--- src/rtl/mem_access_unit.sv ---
// Big-endian load/store initiator for dataMem; sub-word stores are done as read-modify-write.
// Optional feature macro MAU_SUBWORD_EN enables byte/half accesses; the default build is word-only.
module mem_access_unit #(
    parameter int ADDR_LIMIT = 1024
) (
    input  logic        clk,
    input  logic        reset,
    input  logic        req_valid,
    output logic        req_ready,
    input  logic        req_write,
    input  logic [1:0]  req_size,
    input  logic        req_signed,
    input  logic [31:0] req_addr,
    input  logic [31:0] req_wdata,
    output logic        resp_valid,
    output logic [31:0] resp_rdata,
    output logic        resp_error,
    output logic [31:0] mem_address,
    output logic [31:0] mem_writedata,
    output logic        mem_writeenable,
    input  logic [31:0] mem_data
);

    typedef enum logic [1:0] {IDLE, RD, WR, RESP} state_t;

    localparam logic [31:0] LIMIT     = 32'(ADDR_LIMIT);
    localparam logic [1:0]  SIZE_HALF = 2'b01;
    localparam logic [1:0]  SIZE_WORD = 2'b10;

    state_t      state, state_next;
    logic        write_q, err_q;
    logic [31:0] addr_q, wdata_q, rd_buf;
    logic        accept, req_err;
    logic [31:0] store_word, load_word;

    assign req_ready = (state == IDLE) && !reset;
    assign accept    = req_valid && req_ready;

    always_comb begin
`ifdef MAU_SUBWORD_EN
        req_err = (req_size == 2'b11)
               || (req_size == SIZE_HALF && req_addr[0])
               || (req_size == SIZE_WORD && req_addr[1:0] != 2'b00);
`else
        req_err = (req_size != SIZE_WORD) || (req_addr[1:0] != 2'b00);
`endif
        if ({req_addr[31:2], 2'b00} >= LIMIT) req_err = 1'b1;
    end

    // NOTE: sequential state uses non-blocking assignments so every register samples pre-edge values.
    always_ff @(posedge clk) begin
        if (reset) state <= IDLE;
        else       state <= state_next;
    end

    always_ff @(posedge clk) begin
        if (reset) begin
            write_q <= 1'b0;
            err_q   <= 1'b0;
            addr_q  <= '0;
            wdata_q <= '0;
        end else if (accept) begin
            write_q <= req_write;
            err_q   <= req_err;
            addr_q  <= req_addr;
            wdata_q <= req_wdata;
        end
    end

    // Memory read data is valid by the end of the RD cycle.
    always_ff @(posedge clk) begin
        if (reset)            rd_buf <= '0;
        else if (state == RD) rd_buf <= mem_data;
    end

`ifdef MAU_SUBWORD_EN
    logic [1:0]  size_q;
    logic        signed_q;
    logic [4:0]  lane_shift;
    logic [31:0] lane_mask, lane;

    always_ff @(posedge clk) begin
        if (reset) begin
            size_q   <= '0;
            signed_q <= 1'b0;
        end else if (accept) begin
            size_q   <= req_size;
            signed_q <= req_signed;
        end
    end

    // Big-endian lanes: byte k sits at bit 8*(3-k), half 0 at bit 16; a word covers all lanes.
    always_comb begin
        lane_shift = '0;
        lane_mask  = '1;
        case (size_q)
            2'b00:   begin
                lane_shift = {~addr_q[1:0], 3'b000};
                lane_mask  = 32'h0000_00FF << lane_shift;
            end
            2'b01:   begin
                lane_shift = {~addr_q[1], 4'b0000};
                lane_mask  = 32'h0000_FFFF << lane_shift;
            end
            default: ;
        endcase
        lane       = (rd_buf & lane_mask) >> lane_shift;
        store_word = (rd_buf & ~lane_mask) | ((wdata_q << lane_shift) & lane_mask);
        case (size_q)
            2'b00:   load_word = signed_q ? {{24{lane[7]}}, lane[7:0]}   : lane;
            2'b01:   load_word = signed_q ? {{16{lane[15]}}, lane[15:0]} : lane;
            default: load_word = lane;
        endcase
    end
`else
    logic unused_bits;
    assign unused_bits = ^{req_signed, addr_q[1:0]};
    assign store_word  = wdata_q;
    assign load_word   = rd_buf;
`endif

    always_comb begin
        // NOTE: every output gets a default first so no path through the case infers a latch.
        state_next      = state;
        mem_address     = '0;
        mem_writedata   = '0;
        mem_writeenable = 1'b0;
        resp_valid      = 1'b0;
        resp_rdata      = '0;
        resp_error      = 1'b0;
        case (state)
            IDLE: begin
                if (accept) begin
                    if (req_err)                               state_next = RESP;
                    else if (req_write && req_size == SIZE_WORD) state_next = WR;
                    else                                       state_next = RD;
                end
            end
            RD: begin
                mem_address = {addr_q[31:2], 2'b00};
                state_next  = write_q ? WR : RESP;
            end
            WR: begin
                mem_address     = {addr_q[31:2], 2'b00};
                mem_writedata   = store_word;
                mem_writeenable = 1'b1;
                state_next      = RESP;
            end
            RESP: begin
                resp_valid = 1'b1;
                resp_error = err_q;
                if (!err_q && !write_q) resp_rdata = load_word;
                state_next = IDLE;
            end
            default: state_next = IDLE;
        endcase
    end

endmodule

--- config.mk ---
export PLATFORM = sky130hd
export DESIGN_NAME = mem_access_unit
export DESIGN_NICKNAME = d
export VERILOG_FILES = /design/src/rtl/mem_access_unit.sv
export SDC_FILE = /design/constraint.sdc
export NUM_CORES = 1
export LEC_CHECK = 0
export ABC_AREA = 1
export BUFFER_PORTS_ARGS = -buffer_cell sky130_fd_sc_hd__buf_4
export CAP_MARGIN = 20
export CORE_MARGIN = 3
export CORE_UTILIZATION = 28
export CTS_CLUSTER_SIZE = 25
export DETAILED_ROUTE_END_ITERATION = 10
export GPL_ROUTABILITY_DRIVEN = 0
export PLACE_DENSITY_LB_ADDON = 0.12
export RECOVER_POWER = 100
export SYNTH_ARGS = -nofsm -noshare
export SYNTH_HDL_FRONTEND = slang
export SYNTH_SLANG_ARGS = --single-unit
--- constraint.sdc ---
create_clock -name clk -period 1.8 [get_ports clk]
set_clock_uncertainty 0.2 [all_clocks]
set_input_delay 0.36 -clock clk [delete_from_list [all_inputs] [get_ports clk]]
set_output_delay 0.36 -clock clk [all_outputs]
set_load 0.05 [all_outputs]
Word-level counts from Yosys, hierarchy flattened

Index checks and enable logic that the tools add are counted.

Register bits after elaboration: 100
Latch bits: 0
Memory bits (writable): 0
Bits in read-only memories: 0
Input port bits: 103
Output and inout bits: 100
Logic and storage cells: 37
Memories kept: 0

Add/sub/neg operators: 0
$mul: 0
Div/mod/pow operators: 0
Order comparisons: 1
Eq/ne operators: 6
Shift-type cells: 0
Multiplexer cells: 13
Bitwise logic cells: 0
Reduce and logical (&&, ||, !) cells: 11

Operators with widths:

| operator               | count |
|---|---|
| $mux W32               | 4 |
| $ge A32 B11 Y1 const B | 1 |
| $pmux W2 S4            | 1 |
| $eq A2 B2 Y1 const B   | 3 |
| $mux W2                | 3 |
| $mux W1                | 5 |
| $logic_and A1 B1 Y1    | 4 |
| $ne A2 B2 Y1 const B   | 2 |
| $logic_not A1 Y1       | 3 |
| $eq A2 B1 Y1 const B   | 1 |
| $logic_not A2 Y1       | 1 |
| $reduce_bool A2 Y1     | 1 |
| $reduce_or A2 Y1       | 1 |
| $logic_or A1 B1 Y1     | 1 |

Logic depth before layout (Yosys ltp)

Depth in word-level cells: 6
Mapped depth: 10

Least setup slack after synthesis

OpenSTA, ideal clock, no wires.

Path type: reg2out
From: register state[0]
To: output resp_rdata[10]
Data arrival time: 2078 ps
Required time: 1240 ps
Path slack: -838 ps
Cell stages (with the launch flop): 6
Buffers on the path: 2
Path through: dfxtp_1 > ha_1 > buf_2 > clkbuf_1 > nand2_1 > nor2_1

Longest elaborated chain between the ends: 2

Ends and longest elaborated chain:

| element                | line | source |
|---|---|---|
| from (decl)            | 30   | `state_t state, state_next;` |
| from (signal assigned) | 53   | `else state <= state_next;` |
| $eq A2 B2 Y1           | 131  | `case (state)` |
| $mux W32               | 131  |  |
| to (decl)              | 16   | `output logic [31:0] resp_rdata,` |

Every way passes these cells.

Final worst setup path

From: register state[0]
To: output mem_writedata[23]

Longest elaborated chain between the ends: 2

Ends and longest elaborated chain:

| element      | line | source |
|---|---|---|
| $eq A2 B2 Y1 | 131  |  |
| $mux W32     | 131  |  |
| to (decl)    | 19   | `output logic [31:0] mem_writedata,` |

Every way passes these cells.

==> results.ini <==
[run_status]
outcome=complete, but fails checks
violations=setup timing

[sta]
whs_ps=14.73
period_needed_ps=2129
report.final.slew_viol_count=0
fmax_ghz=0.4696
rsz0062_at_grt=true
final-setup-viol-count=100
layout_setup_ws_ps=-329.5
hold_viol=0
finalCritPeriodShare_pct=118.3
setup_tns_ps=-27630

[worst_setup_path]
path_max_fanout=7
crit_path_start_kind=flip-flop
critPathKind=reg -> out
end_kind=output pin
worstPathRequired_ps=1240
cp.arrival_ps=1570

[die]
dieArea_mm2=0.01725
initial_core_util_pct=28.73
io_pins=203
coreArea_mm2=0.01531
dieWidth_um=131.3
die_y_um=131.3
num_rows=45

[place]
dpl_cell_area_mm2=0.006840
portBuffers=199
placedCellCount=1063
hpwl_um=9771

[logic_synthesis]
synth.distinct_cells=22
synth_area_mm2=0.004399
netlist_top_cells_count=nand2_1, nor2_1, dfxtp_1, inv_1, nand3_1
yosys.area_share.simple_pct=34.78
yosys.area.top_type=dfxtp_1
synth_top_area_share_pct=44.60
synth_top_family_by_area=simple AND/OR/NAND/NOR gates
avgSynthCellArea_um2=6.517
synth_compound_area_share_pct=6.513
ys_ff_latch=98
synth_mux_area_share_pct=0
synth_xor_area_share_pct=0
synthTopCellsByArea=dfxtp_1, nand2_1, nor2_1
syn_inst=675
yosysSeqAreaShare_pct=44.60
synthAdderAreaFrac_pct=1.422
yosysMostFrequentCell=nand2_1
synthFlopType=dfxtp_1
async_flop_share_pct=0
synth_edf_count=0
yosysWarnings=0

[detailed_routing]
drt-wirelength-per-cell_um=13.15
first_pass_iters=4
via_count=4868
vias_per_cell=4.382
routed_wl_um=14610
drt_iter0_drc=206
drc=0
ant_nets=0

[cts]
cts_buffers=9
tritoncts=done
htreeDepth=3
clk_latency_ps=350
path_clk_slew_ps=70
clock_sinks=98
root_buffer=clkbuf_16
clockBufferDepth=2

[power_and_ir_drop]
vdd_ir_drop_max_mv=0.6574
p_leak_nw=3.535
finalPower_mw=10.42
power_density_mw_per_mm2=1270

[layout]
fin_nets=1003
area_growth_pct=86.52
final_layout_size_suffix_gt1_share_pct=45.56
n_antenna_cell=0
stdcell_area_mm2=0.008205
fin_cells=1111

[global_route]
grt_pass1_wl_um=24200
grt_max_degree=53
antenna_found_initial=0
grtUsageTotal_pct=16.88
gr-total-overflow=0
grt_pass1_vias=4892

[flow_run]
max_cap_violations=0

[hold_path]
hp-class=in -> reg

state kept, by name (all words and copies together) (netlist names):
name,count
state,2
load_word,32
addr_q,30
write_q,1
store_word,32
err_q,1
metrics by stage:
step / setup slack (ps) / util (%)
after global placement: -20.09 / 44.67
after CTS: -335.1 / 52.39
final: -329.5 / 53.58
after floorplan: -29.20 / -
after global routing: -410.3 / 53.58
after detailed placement: -39.58 / 44.67
worst max-delay path, cell delays in order (launching register included):
cell and delay [ps]:
dfxtp_2 330, inv_2 50, buf_6 120, ha_4 210, clkbuf_16 180, nand2_2 90, clkinvlp_4 90, buf_8 150
per-layer routing:
| layer | routed length [um] | global-route usage [%] | vias to the layer above | part of all wire, % |
|---|---|---|---|---|
| li1 | - | - | 2472 | - |
| met1 | 6431 | 21.08 | 2236 | 44 |
| met2 | 6943 | 28.00 | 143 | 48 |
| met3 | 1033 | 5.436 | 17 | 7.1 |
| met4 | 201 | 4.842 | 0 | 1.4 |
| met5 | 0 | 0 | - | 0 |
power breakdown:
part,switching [mW],internal [mW],leakage (nW)
Combinational,3.23,2.20,2.59
Clock,0.870,1.06,0.139
Sequential,0.317,2.74,0.806
path summary, 6_finish.rpt:
| path | from | to | slack [ps] | depth (start not counted) |
|---|---|---|---|---|
| worst max-delay path | state[0] | mem_writedata[23] | -330 | 7 |
| worst max register to register | state[1] | state[0] | -40 | 9 |
| worst min register to register | addr_q[8] | addr_q[8] | 270 | 2 |
| worst min-delay path | req_addr[30] | addr_q[30] | 10 | 3 |
cell usage in the layout (no fill, tap or decap), types with 11 or more instances in the layout:
cell | netlist | layout
nor2_4 | 1 | 30
o21ai_0 | 51 | 51
dfxtp_1 | 98 | 95
buf_6 | 3 | 33
nand2_1 | 200 | 143
nand2_2 | 0 | 54
nand3_1 | 66 | 66
buf_4 | 2 | 110
inv_1 | 87 | 22
clkinvlp_4 | 0 | 64
clkbuf_16 | 0 | 11
dlygate4sd3_1 | 0 | 25
buf_8 | 0 | 70
nor2_1 | 107 | 75
layout make-up:
class / instances / area [um^2]
Sequential cell: 98 / 1968
Clock buffer: 11 / 264.0
Clock inverter: 5 / 36.28
Fill cell: 1449 / 7109
Timing Repair Buffer: 254 / 2798
Tap cell: 211 / 264.0
Multi-Input combinational cell: 443 / 2310
Inverter: 89 / 565.5
kinds of logic after synthesis:
| logic type | count (synthesis) |
|---|---|
| fa+ha+maj | 5 |
| flops | 98 |
| other cells | 1 |
| simple gates | 379 |
| buf+inv | 135 |
| compound gates | 57 |
what timing repair did:
action	CTS	global route
gates cloned	2	1
gates resized for setup	150	52
setup endpoints to repair	100	100
buffers inserted	3	1
pin swaps	1	5
endpoints found under the hold margin	25	0
hold buffers	25	0
Power figures use the tool's default switching activity.
